$ cat src/rtl/pe_pkg.sv
// Package for the packed multiply-accumulate PE.
// Holds the lane-spacing and product-width helpers and the saturation
// functions shared by the per-lane accumulators.
package pe_pkg;

  // Wide enough to hold any accumulator sum before clamping (ACC_W + 2 <= 64).
  localparam int SAT_MAX_W = 64;

  // Default build: IN_W=8, LANES=2.
  localparam int IN_W_DEF  = 8;
  localparam int LANES_DEF = 2;
  localparam int PROD_W    = IN_W_DEF + LANES_DEF * 2 * IN_W_DEF;

  typedef logic signed [SAT_MAX_W-1:0] wide_t;

  // Bit spacing between packed B lanes. Each lane product |A|*|B[k]| is
  // strictly below 2^(2*IN_W), so lanes never carry into each other.
  function automatic int lane_sp(input int in_w);
    return 2 * in_w;
  endfunction

  // Full width of the packed product for a given build.
  function automatic int prod_w(input int in_w, input int lanes);
    return in_w + lanes * 2 * in_w;
  endfunction

  // Clamp x into the two's complement range of a w-bit value.
  function automatic wide_t sat_signed(input wide_t x, input int w);
    wide_t one;
    wide_t hi;
    wide_t lo;
    one = wide_t'(1);
    hi  = (one <<< (w - 1)) - one;
    lo  = -(one <<< (w - 1));
    if (x > hi) return hi;
    if (x < lo) return lo;
    return x;
  endfunction

  // Clamp x into the unsigned range of a w-bit value.
  function automatic wide_t sat_unsigned(input wide_t x, input int w);
    wide_t one;
    wide_t hi;
    one = wide_t'(1);
    hi  = (one <<< w) - one;
    if (x > hi) return hi;
    if (x < 0) return '0;
    return x;
  endfunction

endpackage

$ cat src/rtl/pe_lane_acc.sv
// One accumulation lane of the packed MAC PE.
// Registers the sign-restored lane product (pipeline stage S2), then adds it
// into a saturating accumulator with a sticky saturation flag. On the last
// beat of a sum the clamped total goes to the result register and the
// accumulator restarts from zero in the same cycle.
// Ports:
//   clk, reset      clock, asynchronous active-low reset
//   advance         pipeline may move (not stalled)
//   flush           discard partial sum and the beat held in S2
//   in_valid        S1 holds a beat
//   in_mag          unsigned lane product magnitude from S1 (2*IN_W bits)
//   in_sign         restore a negative sign on this lane
//   in_mode         1: signed sum, 0: unsigned sum
//   in_last         beat closes the sum
//   out_acc         result of the last completed sum
//   out_sat         sum saturated at some point
module pe_lane_acc
  import pe_pkg::*;
#(
  parameter int IN_W  = 8,
  parameter int ACC_W = 2 * IN_W + 8
) (
  input  logic               clk,
  input  logic               reset,
  input  logic               advance,
  input  logic               flush,
  input  logic               in_valid,
  input  logic [2*IN_W-1:0]  in_mag,
  input  logic               in_sign,
  input  logic               in_mode,
  input  logic               in_last,
  output logic [ACC_W-1:0]   out_acc,
  output logic               out_sat
);

  // Two guard bits: one for the sign of the lane value, one for the carry
  // of acc + value in either mode.
  localparam int SW = ACC_W + 2;

  logic        [SW-1:0]    mag_ext;
  logic signed [SW-1:0]    val_c;

  logic                    v2;
  logic                    last2;
  logic                    mode2;
  logic signed [SW-1:0]    val2;
  logic        [ACC_W-1:0] acc;
  logic                    sticky;

  logic signed [SW-1:0]    acc_ext;
  logic signed [SW-1:0]    sum;
  wide_t                   wide;
  wide_t                   clamped;
  logic                    sat_hit;
  logic        [ACC_W-1:0] res;

  assign mag_ext = {{(SW - 2 * IN_W){1'b0}}, in_mag};
  assign val_c   = in_sign ? -$signed(mag_ext) : $signed(mag_ext);

  always_comb begin
    acc_ext = mode2 ? $signed({{2{acc[ACC_W-1]}}, acc}) : $signed({2'b00, acc});
    sum     = acc_ext + val2;
    wide    = {{(SAT_MAX_W - SW){sum[SW-1]}}, sum};
    clamped = mode2 ? sat_signed(wide, ACC_W) : sat_unsigned(wide, ACC_W);
    sat_hit = (clamped != wide);
    res     = clamped[ACC_W-1:0];
  end

  always_ff @(posedge clk or negedge reset) begin
    if (!reset) begin
      v2      <= 1'b0;
      last2   <= 1'b0;
      mode2   <= 1'b0;
      val2    <= '0;
      acc     <= '0;
      sticky  <= 1'b0;
      out_acc <= '0;
      out_sat <= 1'b0;
    end else if (flush) begin
      v2     <= 1'b0;
      acc    <= '0;
      sticky <= 1'b0;
    end else if (advance) begin
      v2    <= in_valid;
      val2  <= val_c;
      mode2 <= in_mode;
      last2 <= in_last;
      if (v2) begin
        if (last2) begin
          out_acc <= res;
          out_sat <= sticky | sat_hit;
          acc     <= '0;
          sticky  <= 1'b0;
        end else begin
          acc    <= res;
          sticky <= sticky | sat_hit;
        end
      end
    end
  end

endmodule

$ cat src/rtl/packed_mac_pe.sv
// Packed multiply-accumulate processing element.
// One multiplier forms LANES products A*B[k] at once by packing the B
// magnitudes at 2*IN_W-bit spacing; signs are restored per lane afterwards
// and each lane keeps its own saturating accumulator.
// Pipeline: S0 magnitudes/signs, S1 packed product, S2 sign restore, then
// accumulate into the result register. valid/ready on both sides; a held
// result (out_valid && !out_ready) freezes the whole pipeline.
// Ports:
//   clk, reset            clock, asynchronous active-low reset
//   signed_mode           per-beat operand format (1 = two's complement)
//   in_valid/in_ready     input beat handshake
//   in_last               beat closes the current sum
//   in_a                  shared operand A
//   in_b                  lane k operand at [k*IN_W +: IN_W]
//   flush                 drop partial sums and in-flight beats
//   out_valid/out_ready   result handshake
//   out_acc               lane k sum at [k*ACC_W +: ACC_W]
//   out_sat               lane k saturated during this sum
module packed_mac_pe
  import pe_pkg::*;
#(
  parameter int IN_W  = 8,
  parameter int LANES = 2,
  parameter int ACC_W = 2 * IN_W + 8
) (
  input  logic                   clk,
  input  logic                   reset,
  input  logic                   signed_mode,
  input  logic                   in_valid,
  output logic                   in_ready,
  input  logic                   in_last,
  input  logic [IN_W-1:0]        in_a,
  input  logic [LANES*IN_W-1:0]  in_b,
  input  logic                   flush,
  output logic                   out_valid,
  input  logic                   out_ready,
  output logic [LANES*ACC_W-1:0] out_acc,
  output logic [LANES-1:0]       out_sat
);

  localparam int LS   = lane_sp(IN_W);
  localparam int PK_W = LANES * LS;

  logic stall;
  logic advance;
  logic accept;

  assign stall    = out_valid && !out_ready;
  assign advance  = !stall;
  assign in_ready = !stall && reset && !flush;
  assign accept   = in_valid && in_ready;

  // Operand magnitudes. -2^(IN_W-1) maps to 2^(IN_W-1), which still fits
  // the IN_W-bit unsigned magnitude.
  logic                  a_neg;
  logic [IN_W-1:0]       a_mag_c;
  logic [LANES*IN_W-1:0] b_mag_c;
  logic [LANES-1:0]      sign_c;

  assign a_neg   = signed_mode & in_a[IN_W-1];
  assign a_mag_c = a_neg ? -in_a : in_a;

  // S0 registers
  logic                  v0;
  logic                  last0;
  logic                  mode0;
  logic [IN_W-1:0]       a_mag0;
  logic [LANES*IN_W-1:0] b_mag0;
  logic [LANES-1:0]      sign0;

  // S1 registers
  logic                  v1;
  logic                  last1;
  logic                  mode1;
  logic [LANES-1:0]      sign1;
  logic [PK_W-1:0]       prod1;

  // S2 control mirror of the lane stage, used for out_valid
  logic                  v2;
  logic                  last2;

  logic [PK_W-1:0]       packed_b;
  logic [PK_W-1:0]       prod_c;

  generate
    for (genvar gi = 0; gi < LANES; gi++) begin : g_lane_in
      logic            b_neg;
      logic [IN_W-1:0] b_raw;
      assign b_raw  = in_b[gi*IN_W +: IN_W];
      assign b_neg  = signed_mode & b_raw[IN_W-1];
      assign b_mag_c[gi*IN_W +: IN_W] = b_neg ? -b_raw : b_raw;
      assign sign_c[gi] = a_neg ^ b_neg;
      assign packed_b[gi*LS +: LS] = {{(LS - IN_W){1'b0}}, b_mag0[gi*IN_W +: IN_W]};
    end
  endgenerate

  // Single wide multiply; lanes cannot overlap, and the top IN_W bits of the
  // full PROD_W product are always zero, so PK_W bits are kept.
  assign prod_c = {{(PK_W - IN_W){1'b0}}, a_mag0} * packed_b;

  always_ff @(posedge clk or negedge reset) begin
    if (!reset) begin
      v0     <= 1'b0;
      last0  <= 1'b0;
      mode0  <= 1'b0;
      a_mag0 <= '0;
      b_mag0 <= '0;
      sign0  <= '0;
      v1     <= 1'b0;
      last1  <= 1'b0;
      mode1  <= 1'b0;
      sign1  <= '0;
      prod1  <= '0;
      v2     <= 1'b0;
      last2  <= 1'b0;
    end else if (flush) begin
      v0 <= 1'b0;
      v1 <= 1'b0;
      v2 <= 1'b0;
    end else if (advance) begin
      v0 <= accept;
      if (accept) begin
        last0  <= in_last;
        mode0  <= signed_mode;
        a_mag0 <= a_mag_c;
        b_mag0 <= b_mag_c;
        sign0  <= sign_c;
      end
      v1    <= v0;
      last1 <= last0;
      mode1 <= mode0;
      sign1 <= sign0;
      prod1 <= prod_c;
      v2    <= v1;
      last2 <= last1;
    end
  end

  // A new result may land in the same cycle the previous one is taken.
  always_ff @(posedge clk or negedge reset) begin
    if (!reset) begin
      out_valid <= 1'b0;
    end else if (!flush && advance && v2 && last2) begin
      out_valid <= 1'b1;
    end else if (out_ready) begin
      out_valid <= 1'b0;
    end
  end

  generate
    for (genvar gi = 0; gi < LANES; gi++) begin : g_lane
      pe_lane_acc #(
        .IN_W  (IN_W),
        .ACC_W (ACC_W)
      ) u_lane (
        .clk      (clk),
        .reset    (reset),
        .advance  (advance),
        .flush    (flush),
        .in_valid (v1),
        .in_mag   (prod1[gi*LS +: LS]),
        .in_sign  (sign1[gi]),
        .in_mode  (mode1),
        .in_last  (last1),
        .out_acc  (out_acc[gi*ACC_W +: ACC_W]),
        .out_sat  (out_sat[gi])
      );
    end
  endgenerate

endmodule

$ cat config.mk
export PLATFORM = sky130hd
export DESIGN_NAME = packed_mac_pe
export DESIGN_NICKNAME = d
export VERILOG_FILES = /design/src/rtl/pe_pkg.sv /design/src/rtl/pe_lane_acc.sv /design/src/rtl/packed_mac_pe.sv
export SDC_FILE = /design/constraint.sdc
export NUM_CORES = 1
export LEC_CHECK = 0
export BUFFER_PORTS_ARGS = -buffer_cell sky130_fd_sc_hd__buf_4
export CAP_MARGIN = 20
export CORE_MARGIN = 8
export CORE_UTILIZATION = 57
export DETAILED_ROUTE_END_ITERATION = 10
export PLACE_DENSITY = 0.78
export SYNTH_ARGS = -nofsm -noshare
export SYNTH_HDL_FRONTEND = slang
export SYNTH_HIERARCHICAL = 1
export SYNTH_SLANG_ARGS = --single-unit
$ cat constraint.sdc
create_clock -name clk -period 4.7 [get_ports clk]
set_input_delay 0.235 -clock clk [delete_from_list [all_inputs] [get_ports clk]]
set_output_delay 0.235 -clock clk [all_outputs]
set_load 0.05 [all_outputs]
# ---- Word-level counts from Yosys, hierarchy flattened
# Index checks and enable logic that the tools add are counted.
dict set report classes {
  bitwise 9
  div_mod_pow 0
  muxes 61
  order_cmp 8
  add_sub_neg 7
  n_reduce_logical 16
  n_mul 1
  n_eq_ne 3
  shifts 0
}
# cell n
set ops {}
lappend ops {{$mux 64} 18}
lappend ops {{$mux 24} 8}
lappend ops {{$ne 64x26->1} 2}
lappend ops {{$mux 26} 4}
lappend ops {{$add 26x26->26} 2}
lappend ops {{$gt 26x24->1 const B} 2}
lappend ops {{$gt 26x25->1 const B} 2}
lappend ops {{$lt 26x1->1 const B} 2}
lappend ops {{$lt 26x24->1 const B} 2}
lappend ops {{$neg 16->26} 2}
lappend ops {{$mul 8x24->32} 1}
lappend ops {{$mux 1} 28}
lappend ops {{$mux 8} 3}
lappend ops {{$neg 8->8} 3}
lappend ops {{$logic_and 1x1->1} 7}
lappend ops {{$reduce_and 2->1} 2}
lappend ops {{$reduce_and 4->1} 1}
lappend ops {{$reduce_bool 2->1} 2}
lappend ops {{$and 1x1->1} 3}
lappend ops {{$logic_not 1->1} 3}
lappend ops {{$reduce_and 3->1} 1}
lappend ops {{$ne 2x2->1 const B} 1}
lappend ops {{$not 1->1} 2}
lappend ops {{$or 1x1->1} 2}
lappend ops {{$xor 1x1->1} 2}
dict set report word_totals {
  latchBits 0
  mem_bits_rw 0
  mem_bits_ro 0
  regBits 222
  mem_count 0
}

# ---- Longest topological paths before layout
dict set report depth {
  depth_word 14
  mapped_depth 20
}

# ---- Modules after synthesis
# Netlist, hierarchy kept.
# mod cells_each area_per_inst_um2 seq_area_each_um2 n_inst
set modules_own_cells {}
lappend modules_own_cells {pe_lane_acc 542 4901.0 1951.9 2}
lappend modules_own_cells {packed_mac_pe 865 7624.8 1726.7 1}

# ---- Worst setup path after synthesis
# OpenSTA, ideal clock, no wires.
dict set report synth_timing {
  path_type {register to register}
  from {reg a_mag0[7]}
  to {reg prod1[29]}
  required_time_ps 4564
  setup_time_ps 136
  setup_slack_ps -61
  path_stages_with_launch 19
  synth_period_minus_slack_ps 4761
  path_buffers 1
  arrival_ps 4625
  path_cell_list {dfrtp_1 -> clkbuf_1 -> nand2_1 -> fa_1 -> fa_1 -> inv_1 -> fa_1 -> inv_1 -> fa_1 -> inv_1 -> ha_1 -> nand2_1 -> o21bai_4 -> a31o_4 -> o21ai_0 -> a21oi_1 -> a22oi_1 -> mux2i_1 -> o211ai_1}
}
dict set report synth_between {
  elab_chain_cells 1
}
# element line
set synth_lines {}
lappend synth_lines {{from (decl)} packed_mac_pe.sv:67} ;# logic [IN_W-1:0] a_mag0;
lappend synth_lines {{from (signal assigned)} packed_mac_pe.sv:125} ;# a_mag0 <= a_mag_c;
lappend synth_lines {{$mul 8x24->32} packed_mac_pe.sv:99} ;# assign prod_c = {{(PK_W - IN_W){1'b0}}, a_mag0} * packed_b;
lappend synth_lines {{to (signal assigned)} packed_mac_pe.sv:133} ;# prod1 <= prod_c;
lappend synth_lines {{to (decl)} packed_mac_pe.sv:76} ;# logic [PK_W-1:0] prod1;
# No other way between the ends.
# A chain may end at the register's enable or synchronous reset.

# ---- Worst setup path after layout
dict set report layout_timing {
  from {reg b_mag0[2]}
  to {reg prod1[22]}
}
dict set report layout_between {
  elab_chain_cells 1
}
# element line
set layout_lines {}
lappend layout_lines {{from (decl)} packed_mac_pe.sv:68} ;# logic [LANES*IN_W-1:0] b_mag0;
lappend layout_lines {{from (signal assigned)} packed_mac_pe.sv:126} ;# b_mag0 <= b_mag_c;
lappend layout_lines {{$mul 8x24->32} packed_mac_pe.sv:99}
# No other way between the ends.

==> implementation parameters <==
Parameter                              Value

Timing
  Transition time of the tightest slew-check pin    0.810 ns
  Max Clock Skew    0.0369 ns
  Setup-failing EPs final    0
  Minimum clock period    4.64 ns
  Max Clock Freq    0.215 GHz
  RSZ-0062 raised after global routing    yes
  Share of the cycle needed by the critical path after routing    98.7%
  Total negative slack    0 ns
  Count of final hold-check violations    0
  Worst-case headroom to the max-slew limit    45.7%
  Final count of pins violating max slew    0

Min path
  Type of the tightest min-delay check    input port to register
  Instance count along the most critical hold path    3
  Hold path startpoint    in_b[12]

Pwr
  Worst voltage drop across the vdd grid    0.310 mV
  Fraction of power spent switching nets    41.0%
  Int Pwr    5570 uW
  Portion of total power attributed to combinational logic    49.2%
  Net switching power    3880 uW
  Sequential share of power    28.8%
  Power per cell area    470 nW/um^2
  Total leakage power    0.00989 uW
  Part of the power in the clock network    22.0%

Worst setup path
  WS Path Type    register to register
  Cell repeated most along the worst path    fa_1
  Depth of the most critical reg-to-reg path    17
  Largest fanout on the critical path    5
  Slowest cell delay on critical path    0.56 ns
  Critical Path Source Type    register
  Data arrival time at the worst-slack endpoint    5.09 ns
  Library cell contributing the largest single delay on the critical path    fa_1
  Critical R2R Launch    b_mag0[2]$_DFFE_PN0P_
  Critical Path End Type    register
  Setup crit start    b_mag0[2]$_DFFE_PN0P_
  Critical Path RT    5.15 ns
  Series of cell instances along the critical path    buf_6 > and2_1 > fa_1 > fa_1 > fa_1 > inv_2 > fa_1 > inv_2 > ha_4 > and2_4 > nor3b_4 > a21oi_4 > a2111oi_4 > buf_4 > nor2_1 > xor2_1 > o21ai_1

CTS
  Register clock-pin slew on the reported worst setup and hold paths    0.06 ns
  CTS tree    done
  Number of buffers created by CTS    26
  Clk_lat worst skew    0.55 ns
  Clock Path Buffers    3
  Clock sinks    225
  CTS H-tree lvls    1
  Buffer type at the clock tree root    clkbuf_16

Synth
  Mapped Avg Cell Area    8.94 sq um
  Proportion of synthesized chip area in sequential cells    32.3%
  Synth top area cells    dfrtp_1, ha_1, fa_1, nand2_1, o21ai_0
  Syn_nets    2184
  Synth Register Bits    225
  Number of distinct standard cells referenced by the synthesized netlist    83
  Ys async rst share    100%
  Top cell type by total area after synthesis    dfrtp_1
  Count of mapped cells out of synthesis    1949
  Yosys warning total    6
  Fraction of synthesized cell area taken by the top area cell type    32.3%
  Ranking of synthesized cells by instance count    nand2_1, dfrtp_1, o21ai_0
  Most common flop cell mapped by yosys    dfrtp_1
  EDFF count, synth    0
  Most repeated cell in the gate-level netlist after synthesis    nand2_1
  Netlist area before placement    17400 sq um

Final layout
  Final core area utilization    66.2%
  Count of filler cells inserted in the layout    2394
  Combined area of the multi-input logic cells    11100 sq um
  Final net count    2301
  Fraction of final layout cells sized beyond drive strength 1    16.7%
  Sequential Area    5640 sq um
  Synthesis-to-layout area growth    15.3%
  Diodes inserted    0

GRT
  Wire length of the first global-routing pass    68100 um
  Overflow left after global routing    0
  Initial antenna violation count    0
  Number of global-route vias before repair    13800
  Maximum number of pins on one net before global-route repair    134
  Global-route total usage across every layer    22.2%

Job
  Number of violations of the max-capacitance limit    0

Floorplan
  Count of boundary I/O pins    83
  Starting Density    57.4%
  Vert. Die Dim    191 um
  DIE AREA    36400 sq um
  Width of the chip    191 um
  Placement Rows    64
  CORE AREA    30300 sq um

Detailed routing
  DRT iter0 DRCs    1105
  Total via count in the routed design    14100
  Post-detailed-route DRC marker count    0
  Via/cell ratio    5.66
  Remaining antenna violation count    0
  Pre-Repair DR Iteration Count    5
  Wire length per cell    16.6 um
  Total Routed Length    41300 um

Placement
  Port Buffer Count    82
  Half-perimeter wire length after placement    31000 um
  Routability congestion estimate from global placement    0.931

Run status
  Result of the run    finished, final reports clean
[power groups by stage]
stage	Sequential (uW)	Clock, uW	Combinational [uW]
3_5_place_dp	2750	0	4090
6_report	2730	2080	4650
2_1_floorplan	2880	0	2810
5_1_grt	2790	2210	5190
4_1_cts	2720	2120	4270
3_3_place_gp	2730	0	4000
[cells by family (layout without fill, tap and decap cells)]
logic type               count (synthesis)  after routing  share of synthesized area, %
AO/OA/AOI/OAI                          494            494                          18.8
multiplexers                            20             20                          1.26
XOR/XNOR                               116            116                          5.83
flip-flops                             225            225                          32.3
adder cells (fa/ha/maj)                204            204                          17.8
AND/OR/NAND/NOR                        669            669                          18.1
buffers and inverters                  221            358                          5.86
[state kept, by name, indices dropped and copies added, names as in the netlist, 8 cells and up]
| name | count |
|---|---|
| g_lane.u_lane/val2 | 50 |
| g_lane.u_lane/acc | 48 |
| g_lane.u_lane/out_acc | 48 |
| prod1 | 32 |
| b_mag0 | 16 |
| a_mag0 | 8 |
[cell usage in the layout, fill, tap and decap left out, types with 10 or more instances in the layout]
cell type and instances:
nor3_1 19, nand2_1 310, nor2b_1 14, o21ai_0 188
mux2i_1 14, a21oi_1 74, ha_4 11, inv_1 117
dfrtp_2 10, dfrtp_1 215, o21ai_2 24, nor2_1 84
fa_1 70, a21oi_2 12, dlygate4sd3_1 15, a21o_1 48
nand2b_1 20, a31oi_1 15, xnor2_1 52, nand4_1 15
o21ai_1 18, and2_1 102, inv_2 11, clkbuf_16 26
ha_1 119, or3_1 20, xor2_1 64, nand3_1 27
o31ai_1 15, buf_4 154, a221o_1 10
[stage by stage]
stage	worst slack, ns	power (uW)	hold WS, ns	instance area [sq um]	std cells
final	0.0588	9450	0.0156	20100	2482
after global routing	-0.0866	10200	0.0109	20100	2482
after CTS	0.00429	9120	0.000836	19700	2468
after detailed placement	-0.139	6850	0.318	18500	2399
after global placement	-0.0310	6730	0.314	18500	2399
after floorplan	0.00121	5690	-0.0606	17400	1949
[critical path, delay by kind of cell, from the launching register on]
kind / cells / cell delay (ns)
flip-flops: 1 / 0.44
AO/OA/AOI/OAI: 3 / 0.69
AND/OR/NAND/NOR: 4 / 0.55
adder cells (fa/ha/maj): 5 / 2.30
XOR/XNOR: 1 / 0.15
buffers and inverters: 4 / 0.41
[routing by layer]
metal | vias to the layer above | part of all wire, % | track usage [%]
met3 | 53 | 5.2 | 2.94
met1 | 6767 | 46 | 30.8
met4 | 0 | 1.8 | 4.74
li1 | 6881 | - | -
met5 | - | 0 | 0
met2 | 351 | 47 | 36.9
[what timing repair did]
action	4_1_cts	5_1_grt
endpoints found under the hold margin	108	0
pin swaps	13	56
resized for setup	24	70
cloned	0	1
setup endpoints to repair	13	15
setup buffers	6	12
hold buffers	15	0
[final cells by class]
cell class	instances	share of cell area, %
Inverter	128	2.39
Timing Repair Buffer	182	7.39
Clock inverter	12	0.778
Clock buffer	36	3.67
Multi-Input combinational cell	1503	55.2
Sequential cell	225	28.1
Tap cell	396	2.47
[worst paths after layout]
| path | end | slack (ns) |
|---|---|---|
| worst max-delay path | prod1[22]$_DFFE_PN0P_ | 0.06 |
| worst min register to register | mode1$_DFFE_PN0P_ | 0.47 |
| max in group asynchronous | g_lane[1].u_lane/val2[20]$_DFFE_PN0P_ | 3.22 |
| worst min-delay path | b_mag0[12]$_DFFE_PN0P_ | 0.02 |
| min in group asynchronous | v1$_DFFE_PN0P_ | 0.31 |
| worst max register to register | prod1[22]$_DFFE_PN0P_ | 0.06 |
No activity file was read; power rests on OpenSTA's default activity.
